`src/rtl/mnist_frame_sender_if.sv`:
```
// Pixel-memory read port and uart_tx byte port of the frame sender.
// The sender drives the master side; memory and transmitter sit on the slave side.
interface mnist_frame_sender_if;
  logic       rd_en;
  logic [9:0] rd_addr;
  logic [7:0] rd_data;
  logic [7:0] tx_data;
  logic       tx_flag;

  modport master (
    output rd_en,
    output rd_addr,
    input  rd_data,
    output tx_data,
    output tx_flag
  );

  modport slave (
    input  rd_en,
    input  rd_addr,
    output rd_data,
    input  tx_data,
    input  tx_flag
  );
endinterface

```
`src/rtl/mnist_frame_sender.sv`:
```
// MNIST frame sender: streams a PIXELS-byte image from a synchronous pixel
// memory into a uart_tx, one byte per BYTE_CYCLES+3 clocks so the
// transmitter (which has no busy output) is never overrun.
module mnist_frame_sender #(
  parameter int CLK_FREQ = 50_000_000,
  parameter int UART_BPS = 115200,
  parameter int GAP_BITS = 11,
  parameter int PIXELS   = 784
) (
  input  logic                        sys_clk,
  input  logic                        sys_rst,
  input  logic                        start,
  input  logic                        abort,
  mnist_frame_sender_if.master        bus,
  output logic                        busy,
  output logic                        done,
  output logic [9:0]                  byte_cnt
);

  localparam int BAUD_CNT    = CLK_FREQ / UART_BPS;
  localparam int BYTE_CYCLES = BAUD_CNT * GAP_BITS;
  localparam int GAP_W       = $clog2(BYTE_CYCLES + 1);

  localparam logic [9:0] LAST_ADDR = 10'(PIXELS - 1);

  localparam logic [2:0] S_IDLE  = 3'd0;
  localparam logic [2:0] S_FETCH = 3'd1;
  localparam logic [2:0] S_LOAD  = 3'd2;
  localparam logic [2:0] S_SEND  = 3'd3;
  localparam logic [2:0] S_WAIT  = 3'd4;
  localparam logic [2:0] S_DONE  = 3'd5;

  logic [2:0]       state;
  logic [9:0]       addr;
  logic [GAP_W-1:0] gap;
  logic [7:0]       tx_data_q;

  // Frame sequencer: fetch, load, strobe, then hold off for one byte time.
  // NOTE: every register here uses <= so all updates see the pre-edge values
  // of each other; mixing in = would make the result depend on statement order.
  always_ff @(posedge sys_clk) begin
    if (sys_rst) begin
      state     <= S_IDLE;
      addr      <= '0;
      gap       <= '0;
      tx_data_q <= '0;
      byte_cnt  <= '0;
    end else if (abort && state != S_IDLE) begin
      // A strobe already issued is not recalled; counters keep their values.
      state <= S_IDLE;
    end else begin
      case (state)
        S_IDLE: begin
          // abort arriving with start in IDLE suppresses the frame
          if (start && !abort) begin
            state    <= S_FETCH;
            addr     <= '0;
            byte_cnt <= '0;
          end
        end
        S_FETCH: state <= S_LOAD;
        S_LOAD: begin
          tx_data_q <= bus.rd_data;
          state     <= S_SEND;
        end
        S_SEND: begin
          byte_cnt <= byte_cnt + 10'd1;
          gap      <= GAP_W'(BYTE_CYCLES - 1);
          state    <= S_WAIT;
        end
        S_WAIT: begin
          if (gap == '0) begin
            if (addr == LAST_ADDR) begin
              state <= S_DONE;
            end else begin
              addr  <= addr + 10'd1;
              state <= S_FETCH;
            end
          end else begin
            gap <= gap - GAP_W'(1);
          end
        end
        S_DONE:  state <= S_IDLE;
        default: state <= S_IDLE;
      endcase
    end
  end

  // Strobes and status decode straight from the registered state, so they are
  // single-cycle and glitch-free; address and data are held registers.
  assign bus.rd_en   = (state == S_FETCH);
  assign bus.rd_addr = addr;
  assign bus.tx_data = tx_data_q;
  assign bus.tx_flag = (state == S_SEND);
  assign busy        = (state != S_IDLE);
  assign done        = (state == S_DONE);

endmodule

```
`src/flat_wrapper.sv`:
```
// flat-port wrapper written by rule: the top's interface ports become plain ports
module mnist_frame_sender_flat 
#(
  parameter int CLK_FREQ = 50_000_000,
  parameter int UART_BPS = 115200,
  parameter int GAP_BITS = 11,
  parameter int PIXELS   = 784
)
  (sys_clk, sys_rst, start, abort, busy, done, byte_cnt, bus_rd_en, bus_rd_addr, bus_rd_data, bus_tx_data, bus_tx_flag);
  mnist_frame_sender_if bus_i ();
  input  logic sys_clk;
  input  logic sys_rst;
  input  logic start;
  input  logic abort;
  output logic busy;
  output logic done;
  output logic [9:0] byte_cnt;
  output wire logic [$bits(bus_i.rd_en)-1:0] bus_rd_en;
  output wire logic [$bits(bus_i.rd_addr)-1:0] bus_rd_addr;
  input wire logic [$bits(bus_i.rd_data)-1:0] bus_rd_data;
  output wire logic [$bits(bus_i.tx_data)-1:0] bus_tx_data;
  output wire logic [$bits(bus_i.tx_flag)-1:0] bus_tx_flag;
  assign bus_rd_en = bus_i.rd_en;
  assign bus_rd_addr = bus_i.rd_addr;
  assign bus_i.rd_data = bus_rd_data;
  assign bus_tx_data = bus_i.tx_data;
  assign bus_tx_flag = bus_i.tx_flag;
  mnist_frame_sender #(.CLK_FREQ(CLK_FREQ), .UART_BPS(UART_BPS), .GAP_BITS(GAP_BITS), .PIXELS(PIXELS)) u_core (.sys_clk(sys_clk), .sys_rst(sys_rst), .start(start), .abort(abort), .bus(bus_i), .busy(busy), .done(done), .byte_cnt(byte_cnt));
endmodule
```
`config.mk`:
```
export PLATFORM = sky130hd
export DESIGN_NAME = mnist_frame_sender_flat
export DESIGN_NICKNAME = d
export VERILOG_FILES = /design/src/rtl/mnist_frame_sender_if.sv /design/src/rtl/mnist_frame_sender.sv /design/src/flat_wrapper.sv
export SDC_FILE = /design/constraint.sdc
export NUM_CORES = 1
export LEC_CHECK = 0
export CELL_PAD_IN_SITES_DETAIL_PLACEMENT = 0
export CELL_PAD_IN_SITES_GLOBAL_PLACEMENT = 1
export CORE_ASPECT_RATIO = 1.4
export CORE_UTILIZATION = 41
export DETAILED_ROUTE_END_ITERATION = 10
export HOLD_SLACK_MARGIN = 0.1
export PLACE_DENSITY = 0.82
export SKIP_LAST_GASP = 1
export SYNTH_ARGS = -nofsm -noshare
export SYNTH_HDL_FRONTEND = slang
export SYNTH_SLANG_ARGS = --single-unit
```
`constraint.sdc`:
```
create_clock -name sys_clk -period 6.6 [get_ports sys_clk]
set_input_delay 1.32 -clock sys_clk [delete_from_list [all_inputs] [get_ports sys_clk]]
set_output_delay 1.32 -clock sys_clk [all_outputs]
set_load 0.05 [all_outputs]
```
# ---- After elaboration in Yosys (flattened, before gate mapping)
# Index checks and enable logic that the tools add are counted.
# Widths: inputs -> output; s select.
dict set report word_totals {
  out_inout_bits 32
  word_cells 45
  regBits 44
}
dict set report classes {
  n_addsub 3
  muxes 11
  n_bitwise 1
  reduce_logical 15
  eq_ne 10
}
# operator n
set ops {}
lappend ops {{$pmux 10 s2} 2}
lappend ops {{$mux 10} 3}
lappend ops {{$pmux 13 s2} 1}
lappend ops {{$add 10x1->10 const B} 2}
lappend ops {{$pmux 3 s5} 1}
lappend ops {{$logic_not 13->1} 1}
lappend ops {{$mux 13} 1}
lappend ops {{$sub 13x1->13 const B} 1}
lappend ops {{$eq 10x10->1 const B} 1}
lappend ops {{$mux 3} 3}
lappend ops {{$eq 3x2->1 const B} 2}
lappend ops {{$eq 3x3->1 const B} 2}
lappend ops {{$reduce_and 3->1} 2}
lappend ops {{$reduce_bool 2->1} 3}
lappend ops {{$reduce_and 5->1} 1}
lappend ops {{$ne 2x1->1 const B} 2}
lappend ops {{$ne 2x2->1 const B} 2}
lappend ops {{$reduce_and 2->1} 2}
lappend ops {{$eq 3x1->1 const B} 1}
lappend ops {{$logic_not 3->1} 1}
lappend ops {{$reduce_bool 3->1} 1}
lappend ops {{$logic_and 1x1->1} 2}
lappend ops {{$reduce_or 2->1} 1}
lappend ops {{$logic_not 1->1} 1}
lappend ops {{$not 1->1} 1}

# ---- Depth between registers and ports, before layout
dict set report depth {
  word_depth 4
  depth_mapped 8
  depth_no_buf 7
}

# ---- Least setup slack after synthesis
# OpenSTA, ideal clock, no wires.
dict set report synth_timing {
  kind {reg2out}
  from {register u_core.state[0]}
  to {output port bus_rd_en}
  path_slack_ns 3.426
  path_stages_with_launch 3
  n_path_buf 1
  arrival_time_ns 1.854
  path_cell_list {dfxtp_1 buf_1 nor3b_1}
}
dict set report synth_between {
  elab_chain_len 1
}
# item line_no
set synth_rtl {}
lappend synth_rtl {{start, declared} mnist_frame_sender.sv:33} ;# logic [2:0] state;
lappend synth_rtl {{start signal, assigned} mnist_frame_sender.sv:43} ;# state <= S_IDLE;
lappend synth_rtl {{start signal, assigned} mnist_frame_sender.sv:50} ;# state <= S_IDLE;
lappend synth_rtl {{start signal, assigned} mnist_frame_sender.sv:56} ;# state <= S_FETCH;
lappend synth_rtl {{$eq 3x1->1} mnist_frame_sender.sv:91} ;# assign bus.rd_en = (state == S_FETCH);
lappend synth_rtl {{end, declared} flat_wrapper.sv:18} ;# output wire logic [$bits(bus_i.rd_en)-1:0] bus_rd_en;
# No other way between the ends.

# ---- Worst setup path in the final report
dict set report layout_timing {
  from {register u_core.state[0]}
  to {output port bus_tx_flag}
}
dict set report layout_between {
  elab_chain_len 1
}
# item line_no
set layout_rtl {}
lappend layout_rtl {{$eq 3x2->1} mnist_frame_sender.sv:94} ;# assign bus.tx_flag = (state == S_SEND);
lappend layout_rtl {{end, declared} flat_wrapper.sv:22} ;# output wire logic [$bits(bus_i.tx_flag)-1:0] bus_tx_flag;
# No other way between the ends.

==> run summary <==
The buffer levels on the longest clock path was 2. The library cell used most frequently in the layout, excluding fill and tap cells, is dfxtp_1. Dividing total power by cell area gives a power density of 177 mW/mm2.

The worst hold margin is 0.455 ns, and the post-CTS repair timing setup buffer count is 0. The starting utilization of the core area is 42.4%, and the routed via count divided by cell count is 5.31. The signal on the critical path passes through nand3b_1 -> inv_1 -> clkdlybuf4s50_1. Setup repair after global routing left no endpoint under its margin. For this run, design rule violations remaining after detail routing come to 0. The max-capacitance violation count was 0; the number of antenna repair diodes was 0. The tightest min-delay check is of the reg -> reg type. The number of violations reported at the end of detailed-routing iteration 0 is 90, and the time the worst path needs with I/O delays and setup is 3.58 ns.

The number of cell rows was 31; the count of cells resized by post-cts repair was 0. Quantity of hold-fixing buffers added after cts: 0. At the end of routability-driven placement, the weighted congestion stood at 0.790. The cell chosen for the clock root is clkbuf_8. Yosys printed 0 warnings. The category of the worst setup path capture point was a primary output.

The number of global-route vias before repair was 1729. TritonCTS built the clock tree. The first global-routing pass estimated 8.11 mm of wire. The clock-pin transition on the worst setup and hold timing paths is 0.08 ns.

The worst register-to-register path ends at u_core.bus.rd_addr[0]. The count of final max-slew check failures was 0. The startpoint of the most critical hold path was u_core.bus.tx_data[4]. For this design the static power due to leakage is 0.912 nW. On the critical path the largest part of the delay comes from buffers and inverters. The logs give 0.00217 mm2 for the cell area after technology mapping and 40.6% for the register area share after synthesis. Setup violations remaining at the end of the flow were counted as 0. After synthesis the netlist holds a flip-flop and latch count of 44. In this run the count of I/O pins placed on the die edge is 44. Wires add up to 4.86 mm. The run gives 0 as the number of antenna violations at the first check in global routing. At the worst endpoint, the required time is 5.28 ns. For this run the aggregate overflow at the end of global routing stands at 0. The average size of a mapped cell is 8.62 um2, and the max-slew headroom at the worst pin is 47.0%. The worst register-to-register path has a depth of 6. Compared with the post-synthesis result, the final layout area differs by 25.2%. Clock tree synthesis found a total of 44 sinks.

The data arrival time of the critical path came out at 2.26 ns. Counting both buffers and inverters, the worst setup path holds a total of 2. In this run the critical register-to-register path is launched from u_core.bus.rd_addr[0].

The pre-antenna-repair detailed-routing pass consisted of 4 iterations. For the number of distinct library cells after synthesis, the log shows 50. The final count of hold timing violations came out at 0.

The hold-critical path depth was 2; the largest net degree at the start of global routing was 22. CTS built an H-tree with a depth of 2. For the routed via count, the log shows 1908. The launching instance or port of the critical path was u_core.state[0].

The maximum clock skew at final layout was 0.00565 ns; the final total negative setup slack was 0 ns. Once detail routing completed, the nets flagged for antenna violations numbered 0. In this run the tool buffered the top-level ports with 43 buffer cells. For the post-synthesis net count, the log shows 268.

In the layout the commonest cells are dfxtp_1 (44), clkdlybuf4s50_1 (43), nand2_1 (30). Of the cells placed in the final design, the portion with a size suffix greater than 1 is 7.51%. The cell count after synthesis came out at 252. The floorplan step set the die width to 63.5 um. At the pin with the least slew margin, the transition time is 0.792 ns.

Global routing consumed, over all layers together, 18.4% of the routing resources. The run finished with clean final reports. The standard cell with the maximum stage delay on the critical path is clkdlybuf4s50_1.

The die extent in y was 88.1 um. The half-perimeter wire length of the detailed placement result was 3.51 mm. Timing would allow up to 279 MHz. Of all nets on the critical path, the largest fanout is 14. The die covers 0.00560 mm2. The run gives 4.29 ns as the flop-to-flop setup slack. STA classifies the critical path startpoint as a flop. The highest cell delay on the worst timing path was 0.83 ns. Final standard cell utilization of the core: 53.1%.

The net count of the finished layout was 308; the final clock period utilization by the worst path was 54.3%. The worst-case IR drop observed on VDD is 0.000143 V. The area inside the core boundary is 0.00512 mm2.

The startpoint-to-endpoint class of the critical path is reg -> out. The clock insertion delay at the later pin of the skew report came out at 0.29 ns. Terminating pin of the worst hold path: u_core.bus.tx_data[4]. The wire length per cell is 13.5 um.

Number of CTS-inserted buffers: 5.
-- worst reg2reg max path, delay by kind of cell, from the launching register on --
family | cells | cell delay, ns
AOI/OAI and AO/OA | 1 | 0.14
adders and majority gates | 1 | 0.20
DFF | 1 | 0.41
muxes | 1 | 0.34
and+or+nand+nor | 3 | 1.15
-- state kept, by name (all words and copies together) (netlist names) --
register and flops:
u_core.byte_cnt 10, u_core.bus.tx_data 8, u_core.bus.rd_addr 10, u_core.state 3, u_core.gap 13
-- layer usage --
layer	GRT usage (%)	routed length, um	vias up
met5	0	0	-
met4	7.85	83	0
met3	4.04	178	9
met2	32.7	2510	35
met1	21.1	2080	890
li1	-	-	974
-- logic make-up after synthesis --
| family | Yosys count | synth area share, % |
|---|---|---|
| flops | 44 | 40.6 |
| mux | 3 | 1.50 |
| simple gates | 120 | 30.9 |
| compound gates | 45 | 13.0 |
| buf+inv | 16 | 3.74 |
| fa+ha+maj | 4 | 2.30 |
| xor+xnor | 20 | 8.06 |
-- report_power, final --
group	internal [mW]	switching (mW)	total, mW
sequential	0.267	0.00308	0.270
clock	0.0836	0.0898	0.173
combinational	0.0146	0.0225	0.0371
total	0.365	0.115	0.480
-- worst max-delay path by stage --
| stage | slack [ns] | depth (start not counted) | end |
|---|---|---|---|
| CTS | 3.01 | 3 | bus_tx_flag |
| global placement | 3.27 | 6 | u_core.byte_cnt[9] |
| finish | 3.02 | 3 | bus_tx_flag |
| detailed placement | 3.22 | 6 | u_core.byte_cnt[9] |
| global route | 2.92 | 3 | bus_tx_flag |
| floorplan | 3.43 | 2 | bus_rd_en |
-- per-stage QoR --
| step | area, um2 | worst slack [ns] | instances | power (mW) |
|---|---|---|---|---|
| after floorplan | 2170 | 3.43 | 252 | 0.301 |
| after global placement | 2630 | 3.27 | 351 | 0.314 |
| after detailed placement | 2630 | 3.22 | 351 | 0.314 |
| after CTS | 2720 | 3.01 | 359 | 0.488 |
| after global routing | 2720 | 2.92 | 359 | 0.500 |
| final | 2720 | 3.02 | 359 | 0.480 |
-- final cells by class --
| cell class | count | area (um2) |
|---|---|---|
| fill | 513 | 2400 |
| clock inverter | 2 | 10.0 |
| tap | 66 | 82.6 |
| inverter | 6 | 22.5 |
| multi-input combinational | 192 | 1210 |
| timing repair buffer | 43 | 430 |
| clock buffer | 6 | 82.6 |
| sequential | 44 | 881 |
-- cells in the mapped netlist (all sizes together) --
library cell	count	share of area [%]
a31o	1	0.40
nor3b	4	1.4
or4	5	1.9
o21a	2	0.69
o21ba	1	0.46
a2111oi	1	0.69
o2111ai	1	0.40
xnor2	9	3.6
o21ai	9	2.1
ha	4	2.3
nor3	8	2.1
nand3b	4	1.4
nand2b	1	0.29
nor2b	1	0.29
inv	6	1.0
dfxtp	44	41
xor2	11	4.4
a211oi	2	0.69
nand3	9	2.1
and2	3	0.86
nand2	30	5.2
nor2	25	4.3
nor4b	3	1.8
and3	2	0.58
a21oi	24	6.0
buf	3	0.58
or4b	1	0.46
and4	3	1.4
o41ai	1	0.40
a41oi	1	0.40
or3b	1	0.40
mux2	2	1.0
clkbuf	7	2.1
nor4	7	2.6
o31ai	2	0.69
and3b	1	0.40
or3	6	1.8
mux2i	1	0.46
nand4	6	1.7
Note: power is estimated with default switching activity, not from simulation.
